$ cat config.mk
export PLATFORM = sky130hd
export DESIGN_NAME = audio_fade_fifo
export DESIGN_NICKNAME = d
export VERILOG_FILES = /design/src/rtl/audio_fade_fifo.sv
export SDC_FILE = /design/constraint.sdc
export NUM_CORES = 1
export LEC_CHECK = 0
export CAP_MARGIN = 20
export CORE_ASPECT_RATIO = 0.7
export CORE_MARGIN = 3
export CORE_UTILIZATION = 64
export CTS_BUF_LIST = sky130_fd_sc_hd__clkbuf_16
export DETAILED_ROUTE_END_ITERATION = 16
export PLACE_DENSITY = 0.92
export SLEW_MARGIN = 5
export SYNTH_ARGS = -nofsm -noshare
export SYNTH_HDL_FRONTEND = slang
export SYNTH_SLANG_ARGS = --single-unit
$ cat constraint.sdc
create_clock -name clk -period 9.3 [get_ports clk]
set_clock_uncertainty 0.2 [all_clocks]
set_input_delay 0.93 -clock clk [delete_from_list [all_inputs] [get_ports clk]]
set_output_delay 0.93 -clock clk [all_outputs]
set_load 0.005 [all_outputs]
$ cat src/rtl/audio_fade_fifo.sv
// Sample FIFO between the sound readers and the audio codec, applying a
// ramped volume/mute gain and writing silence when the codec finds it empty.
module audio_fade_fifo #(
    parameter int DATA_W   = 24,
    parameter int DEPTH    = 8,
    parameter int RAMP_DIV = 64,
    localparam int AW      = $clog2(DEPTH)
) (
    input  logic              clk,
    input  logic              reset,
    input  logic              in_valid,
    output logic              in_ready,
    input  logic [DATA_W-1:0] in_left,
    input  logic [DATA_W-1:0] in_right,
    input  logic [4:0]        volume,
    input  logic              mute,
    input  logic              write_ready,
    output logic              write,
    output logic [DATA_W-1:0] writedata_left,
    output logic [DATA_W-1:0] writedata_right,
    output logic [AW:0]       fifo_count,
    output logic [15:0]       underrun_count,
    output logic [4:0]        gain
);
    localparam int DIV_W = (RAMP_DIV > 1) ? $clog2(RAMP_DIV) : 1;
    localparam int PW    = DATA_W + 4;

    logic [DATA_W-1:0] r_mem_l [DEPTH];
    logic [DATA_W-1:0] r_mem_r [DEPTH];
    logic [AW-1:0]     r_wptr;
    logic [AW-1:0]     r_rptr;
    logic [AW:0]       r_count;
    logic              r_write;
    logic [DATA_W-1:0] r_wd_l;
    logic [DATA_W-1:0] r_wd_r;
    logic [15:0]       r_underrun;
    logic [4:0]        r_gain;
    logic [DIV_W-1:0]  r_div;

    logic              w_push;
    logic              w_wr_edge;
    logic              w_pop;
    logic [4:0]        w_target;
    logic signed [PW-1:0] w_prod_l;
    logic signed [PW-1:0] w_prod_r;
    logic signed [PW-1:0] w_gain_ext;

    assign in_ready  = (r_count != (AW+1)'(DEPTH));
    assign w_push    = in_valid && in_ready;
    assign w_wr_edge = write_ready && !r_write;
    assign w_pop     = w_wr_edge && (r_count != '0);
    assign w_target  = mute ? 5'd0 : ((volume > 5'd16) ? 5'd16 : volume);

    // Product fits in DATA_W+4 bits since gain <= 16; the >>>4 is a bit slice.
    assign w_gain_ext = $signed({{(PW-5){1'b0}}, r_gain});
    assign w_prod_l   = $signed({{4{r_mem_l[r_rptr][DATA_W-1]}}, r_mem_l[r_rptr]}) * w_gain_ext;
    assign w_prod_r   = $signed({{4{r_mem_r[r_rptr][DATA_W-1]}}, r_mem_r[r_rptr]}) * w_gain_ext;

    always_ff @(posedge clk) begin
        if (w_push) begin
            r_mem_l[r_wptr] <= in_left;
            r_mem_r[r_wptr] <= in_right;
        end
    end

    always_ff @(posedge clk) begin
        if (reset) begin
            r_wptr     <= '0;
            r_rptr     <= '0;
            r_count    <= '0;
            r_write    <= 1'b0;
            r_wd_l     <= '0;
            r_wd_r     <= '0;
            r_underrun <= '0;
            r_gain     <= '0;
            r_div      <= '0;
        end else begin
            if (w_push)
                r_wptr <= r_wptr + 1'b1;
            if (w_pop)
                r_rptr <= r_rptr + 1'b1;
            case ({w_push, w_pop})
                2'b10:   r_count <= r_count + 1'b1;
                2'b01:   r_count <= r_count - 1'b1;
                default: r_count <= r_count;
            endcase

            r_write <= w_wr_edge;
            if (w_wr_edge) begin
                if (w_pop) begin
                    r_wd_l <= w_prod_l[PW-1:4];
                    r_wd_r <= w_prod_r[PW-1:4];
                end else begin
                    r_wd_l <= '0;
                    r_wd_r <= '0;
                    if (r_underrun != 16'hFFFF)
                        r_underrun <= r_underrun + 16'd1;
                end

                if (r_div == DIV_W'(RAMP_DIV - 1)) begin
                    r_div <= '0;
                    if (r_gain < w_target)
                        r_gain <= r_gain + 5'd1;
                    else if (r_gain > w_target)
                        r_gain <= r_gain - 5'd1;
                end else begin
                    r_div <= r_div + 1'b1;
                end
            end
        end
    end

    assign write           = r_write;
    assign writedata_left  = r_wd_l;
    assign writedata_right = r_wd_r;
    assign fifo_count      = r_count;
    assign underrun_count  = r_underrun;
    assign gain            = r_gain;
endmodule

==> metrics.md, run 1 <==
| Metric | Value |
|---|---|
| Status | `finished, final reports clean` |
| CTS clk-pin slew, worst paths | `0.07 ns` |
| WHS | `0.259 ns` |
| RSZ-0062 raised after global routing | `no` |
| CP delay by family, top | `adder cells` |
| Crit start category | `register` |
| Postcts setup bufs | `0` |
| Global-route wire length before repair | `96400 um` |
| Number of synthesized flops with an enable pin | `384` |
| DP Wirelength | `40000 um` |
| # fillers | `2378` |
| Worst path arrival time | `7.05 ns` |
| Setup violators final | `0` |
| Final non-filler cell area | `29400 um2` |
| Core Footprint | `39900 um2` |
| CP Cell Sequence | `buf_4 -> mux4_2 -> mux2i_1 -> nor2b_1 -> fa_1 -> inv_1 -> fa_1 -> fa_1 -> inv_1 -> ha_1 -> nor2b_1 -> o21ai_1 -> a21oi_1 -> o31ai_1 -> a21oi_1 -> nor3_1 -> o41ai_1 -> xnor2_1 -> o21ai_1` |
| MaxCap Viol Count | `0` |
| Total leakage power | `11.2 nW` |
| Cell with the most instances after synthesis | `edfxtp_1` |
| Final Slew Violations | `0` |
| Largest cells by area after synthesis | `edfxtp_1 (44%), fa_1 (11%), mux4_2 (8.3%)` |
| Mapped Area | `26000 um2` |
| Worst Path Required | `9.52 ns` |
| TritonRoute pass-1 iters | `7` |
| Die area | `43100 um2` |
| Io pins | `133` |
| Xor/xnor share of the synthesized area | `0.0266` |
| # DRC | `0` |
| Least-Margin Pin Slew | `0.912 ns` |
| Crit path top cell by count | `fa_1` |
| WS Path Type | `register to register` |
| Mux contribution to synthesized area | `0.104` |
| Number of synthesis warnings | `0` |
| Async SR Flop Fraction | `0` |
| Post-synth top flop | `edfxtp_1` |
| Sequential area share after synthesis | `0.512` |
| Final hold violations | `0` |
| Crit-path max FO | `61` |
| GRT Overall Usage | `0.291` |
| Post-synthesis adder-cell area fraction | `0.164` |
| Yosys top cell area share | `0.443` |
| H-tree level count | `2` |
| Initial Util | `0.651` |
| CP Capture Type | `register` |
| Synthesized Nets | `2279` |
| Post-CTS resize count | `0` |
| Area leader, netlist | `edfxtp_1` |
| Area growth, synth to finish | `12.9%` |
| Clk sink count | `473` |
| Synth Area in Simple Gates | `0.100` |
| Number of vias per cell | `6.08` |
| Final wirelength | `60900 um` |
| CTS tree | `done` |
| Synth cell count leaders | `edfxtp_1 (384), inv_1 (254), nor2b_1 (192)` |
| Distinct cells, synth | `58` |
| Maximum clock path buffer count | `3` |
| Cell Area, Placed | `27900 um2` |
| Yosys reg bits | `473` |
| Total grt overflow | `0` |
| Die Y | `175 um` |
| TritonCTS Buffers | `43` |
| Final GP Congestion | `0.906` |
| Tcrit/Tclk final | `0.734` |
| Initial antenna violation count | `3` |
| Final TNS setup | `0 ns` |
| First DRT Iteration DRCs | `1455` |
| Die width | `247 um` |
| PortBufs | `132` |
| Routed Antenna Nets | `0` |
| Synth Area in Compound Gates | `0.0460` |
| Vias in the first global route | `17444` |
| Clk_lat worst skew | `0.57 ns` |
| # nets final | `2407` |
| Total power | `0.00516 W` |
| Syn Area/Cell | `13.2 um2` |
| Layout cells sized above 1 | `0.0921` |
| Hold crit path type | `register to register` |
| Cells after Synth | `1966` |
| Power per cell area | `176 nW/um2` |
| Slew headroom | `0.375` |
| Final Critical Period | `6.82 ns` |
| Hold_buf cts | `0` |
| Buf/Inv on CP | `3` |
| Clock Tree Root | `clkbuf_16` |
| Main combinational cell family by area after synthesis | `adder cells` |
| Core Rows | `61` |
| Largest net degree at the start of global routing | `65` |
| Via Count | `16193` |
| CP max stage delay | `0.94 ns` |
| Fmax | `147 MHz` |
| WL per Instance | `22.9 um` |
| Worst path slowest cell | `dfxtp_4` |
| Maximum VDD drop | `0.221 mV` |
## tightest hold or removal path, stage by stage, from the launching register on
cell and delay (ns):
dfxtp_1 0.31, nand2_1 0.05, o21ai_1 0.05
## logic make-up (layout without fill, tap and decap cells)
| family | Yosys count | count (layout) |
|---|---|---|
| simple gates | 497 | 497 |
| flops | 473 | 473 |
| buf+inv | 326 | 487 |
| fa+ha+maj | 255 | 255 |
| compound gates | 187 | 187 |
| mux | 149 | 149 |
| xor+xnor | 79 | 79 |
| other cells | 0 | 1 |
## sequential cells by signal, indices dropped and copies added, names as in the netlist, named ones only
name,cells
fifo_count,4
r_mem_l,192
gain,5
r_div,6
write,1
underrun_count,16
r_wptr,3
writedata_left,24
r_rptr,3
r_mem_r,192
writedata_right,24
## per-stage QoR
| stage | util | std cells | worst slack [ns] |
|---|---|---|---|
| floorplan | - | 1966 | 2.88 |
| global placement | 0.700 | 2583 | 2.70 |
| detailed placement | 0.700 | 2583 | 2.44 |
| CTS | 0.735 | 2661 | 2.37 |
| global route | 0.736 | 2662 | 2.13 |
| finish | 0.736 | 2663 | 2.48 |
## layout make-up
class | count | area (um2) | area share
clock inverters | 35 | 328 | 0.0112
well taps | 535 | 669 | 0.0228
multi-input cells | 1167 | 11500 | 0.392
diodes | 1 | 2.50 | 0.0000852
repair buffers | 153 | 1510 | 0.0513
inverters | 256 | 961 | 0.0327
clock buffers | 43 | 1080 | 0.0366
flip-flops and latches | 473 | 13300 | 0.454
## routing by layer
layer | vias up | wire, um | share of wire | track usage
met4 | 6 | 1880 | 0.031 | 0.0943
met2 | 694 | 31300 | 0.51 | 0.502
met1 | 8257 | 23600 | 0.39 | 0.381
met3 | 139 | 4110 | 0.068 | 0.0492
li1 | 7097 | - | - | -
met5 | - | 42 | 0.00069 | 0
## power breakdown
group	internal, W	switching, W
clock	0.000989	0.000776
combinational	0.000402	0.000536
sequential	0.00238	0.0000731
## cell usage in the layout (no fill, tap or decap), types with 5 or more instances in the layout
cell type	netlist	routed
inv_1	254	262
mux2i_1	53	53
o21a_1	9	9
xnor2_1	47	47
ha_1	113	113
mux4_2	96	96
or3_1	8	8
nor2b_1	192	192
nor2_1	125	122
buf_4	1	19
bufinv_16	0	5
nand2_1	75	75
clkdlybuf4s50_1	0	131
and2_1	5	5
a21o_1	22	22
a31oi_1	6	6
o211ai_1	5	5
nand4_1	13	13
a21oi_1	53	53
clkbuf_16	0	43
nand2b_1	23	23
a22oi_1	20	20
fa_1	142	142
xor2_1	32	32
o21ai_0	8	8
and3_1	7	7
clkinv_1	1	8
clkinv_2	0	9
nor3_1	13	9
dfxtp_1	89	86
edfxtp_1	384	384
nand3_1	17	17
o21ai_1	34	34
## path summary, 6_finish.rpt
check	from	end	slack, ns	cells after the start
setup / recovery	register	writedata_left[23]	2.48	19
hold / removal	writedata_left[10]	writedata_left[10]	0.26	2
setup reg to reg	register	writedata_left[23]	2.48	19
hold reg to reg	writedata_left[10]	writedata_left[10]	0.26	2
Note: power is estimated with default switching activity, not from simulation.
==> run 2: changes to the inputs <==
CORE_UTILIZATION = 61   (was 64)
PLACE_DENSITY = 0.89   (was 0.92)
clock period = 6.45 ns   (was 9.3 ns; I/O delays follow)
==> run 2 against run 1 <==
- register-to-register slack got worse by 2.1 ns
- critical endpoint is now writedata_right[21]
- core utilization fell by 1.6 points
- critical path depth fell by 1
- wire length rose by 2.0%
- non-clock buffer count rose by 52
==> metrics.md, run 2 (synthesis results as in run 1) <==
| Metric | Value |
|---|---|
| Status | `finished, final reports clean` |
| Total grt overflow | `0 (unchanged)` |
| CP Cell Sequence | `buf_4 -> mux4_2 -> mux2i_1 -> nor2_1 -> fa_1 -> fa_1 -> inv_1 -> fa_1 -> inv_1 -> ha_1 -> nand3_1 -> a2111o_1 -> a2111oi_2 -> o211ai_1 -> nand2b_1 -> a21oi_1 -> xnor2_1 -> a22o_1` |
| First DRT Iteration DRCs | `1452 (-0.21%)` |
| GRT Overall Usage | `0.283 (-0.00830)` |
| Die area | `45200 um2 (+4.8%)` |
| Worst path arrival time | `6.35 ns (-0.70 ns)` |
| Final worst slack | `0.338 ns (-2.14 ns)` |
| CTS tree | `done` |
| RSZ-0062 raised after global routing | `no` |
| Io pins | `133 (unchanged)` |
| Finished Layout Cells | `2728 (+2.4%)` |
| TritonRoute pass-1 iters | `5 (-2)` |
| Met1 WL | `24000 um (+1.5%)` |
| Total leakage power | `11.5 nW (+2.6%)` |
| Clk sink count | `473 (unchanged)` |
| Power per cell area | `256 nW/um2 (+45%)` |
| Via Count | `16453 (+1.6%)` |
| Final wirelength | `62100 um (+2.0%)` |
| DP Wirelength | `41800 um (+4.5%)` |
| Final Slew Violations | `0 (unchanged)` |
| Most frequent cells in the layout | `edfxtp_1 (384), inv_1 (264), nor2b_1 (192), fa_1 (142), clkdlybuf4s50_1 (131)` |
| Global-route wire length before repair | `96700 um (+0.31%)` |
| Min-delay src | `writedata_right[11]` |
| Top Registers | `r_mem_l: 192 flops, r_mem_r: 192 flops` |
| Cell Area, Placed | `28400 um2 (+1.7%)` |
| Least-Margin Pin Slew | `0.897 ns (-0.0148 ns)` |
| Final non-filler cell area | `29900 um2 (+1.7%)` |
| Cell depth of the worst setup path | `18 (-1)` |
| Die Y | `179 um (+2.3%)` |
| Clock Tree Root | `clkbuf_16` |
| Setup violators final | `0 (unchanged)` |
| Crit-path max FO | `25 (-59%)` |
| Maximum clock path buffer count | `3 (unchanged)` |
| Reg-to-Reg End | `writedata_right[21]` |
| Worst Path Required | `6.69 ns (-2.83 ns)` |
| Final GP Congestion | `0.906 (unchanged)` |
| MaxCap Viol Count | `0 (unchanged)` |
| Tcrit/Tclk final | `0.948 (+0.214)` |
| Fmax | `164 MHz (+12%)` |
| WL met3 | `4720 um (+15%)` |
| Most common cell after layout, fill and taps aside | `edfxtp_1` |
| Final Critical Period | `6.11 ns (-0.713 ns)` |
| CP endpoint | `writedata_right[21]` |
| CP delay by family, top | `adder cells` |
| Core Footprint | `41500 um2 (+4.0%)` |
| PortBufs | `132 (unchanged)` |
| CP Capture Type | `register` |
| TritonCTS Buffers | `43 (unchanged)` |
| Core Rows | `62 (+1.6%)` |
| Layout cells sized above 1 | `0.115 (+0.0225)` |
| # nets final | `2459 (+2.2%)` |
| Number of vias per cell | `6.03 (-0.82%)` |
| Hold crit path type | `register to register` |
| Initial antenna violation count | `3 (unchanged)` |
| R2R cell count | `18 (-1)` |
| WS Path Type | `register to register` |
| Clk_lat worst skew | `0.59 ns (+0.02 ns)` |
| Routed Antenna Nets | `0 (unchanged)` |
| Placed insts | `2638 (+2.1%)` |
| Largest net degree at the start of global routing | `65 (unchanged)` |
| Max layer used | `met5` |
| CTS clk-pin slew, worst paths | `0.07 ns (about the same)` |
| CP max stage delay | `0.62 ns (-0.32 ns)` |
| Final TNS setup | `0 ns (unchanged)` |
| Worst path slowest cell | `dfxtp_4` |
| Die width | `253 um (+2.4%)` |
| WL per Instance | `22.8 um (-0.40%)` |
| Area of the multi-input gates | `11500 um2 (+0.12%)` |
| DP Worst Slack | `0.347 ns (-2.09 ns)` |
| Reg-to-reg slack, setup | `0.34 ns (-2.14 ns)` |
| # fillers | `2506 (+5.4%)` |
| Maximum VDD drop | `0.331 mV (+50%)` |
| Area growth, synth to finish | `14.9%` |
| Slew headroom | `0.402 (+0.0273)` |
| Buf/Inv on CP | `3 (unchanged)` |
| Vias in the first global route | `17421 (-0.13%)` |
| Final hold violations | `0 (unchanged)` |
| Initial Util | `0.627 (-0.0249)` |
| Reg area | `13300 um2 (unchanged)` |
| Crit start category | `register` |
| # DRC | `0 (unchanged)` |
| Crit path top cell by count | `fa_1` |
| H-tree level count | `2 (unchanged)` |
| WL met2 | `31000 um (-1.0%)` |
-- run 2: changes by cell type in the layout (fill, tap and decap cells not counted), moves of 3 or more --
cell and change:
buf_4 +43, buf_12 +9, clkinv_2 -3, diode_2 +3
-- run 2: layout make-up --
type                            count  share of cell area
Sequential cell                   473               0.446
Multi-Input combinational cell   1167               0.385
Timing Repair Buffer              205              0.0668
Clock buffer                       43              0.0360
Inverter                          256              0.0322
Tap cell                          544              0.0228
Clock inverter                     36              0.0106
Antenna cell                        4            0.000335
-- run 2: timing repair --
item | in CTS | in global routing
setup endpoints to repair | 0 | 10
buffers inserted | 0 | 6
gates resized for setup | 0 | 3
hold buffers | 0 | 0
-- run 2: layer usage --
metal,up-vias,global-route usage
li1,7229,-
met1,8350,0.363
met5,-,0.00220
met4,2,0.113
met2,728,0.483
met3,144,0.0521
-- run 2: power breakdown --
group	leakage, nW	switching [W]	internal (W)	total (W)
clock	0.715	0.00117	0.00136	0.00253
sequential	4.21	0.0000783	0.00344	0.00352
combinational	6.55	0.000849	0.000744	0.00159
-- run 2: metrics by stage --
stage               hold slack [ns]  total power, W  utilization
floorplan                     0.242         0.00449            -
global placement              0.238         0.00504        0.684
detailed placement            0.242         0.00511        0.684
CTS                           0.253         0.00764        0.718
global route                  0.276         0.00791        0.720
finish                        0.249         0.00764        0.720
-- run 2: worst register-to-register path: cells and delay by family, from the launching register on --
| family | cells | cell delay [ns] |
|---|---|---|
| fa+ha+maj | 4 | 1.96 |
| compound gates | 5 | 1.43 |
| mux | 2 | 0.77 |
| flops | 1 | 0.62 |
| buf+inv | 3 | 0.47 |
| simple gates | 3 | 0.40 |
| xor+xnor | 1 | 0.16 |
-- run 2: worst min-delay path by stage --
stage,cells past startpoint,to
after global routing,2,writedata_left[15]
after global placement,2,writedata_left[18]
after detailed placement,2,writedata_left[18]
after CTS,2,writedata_right[8]
final,2,writedata_right[11]
after floorplan,2,writedata_right[12]
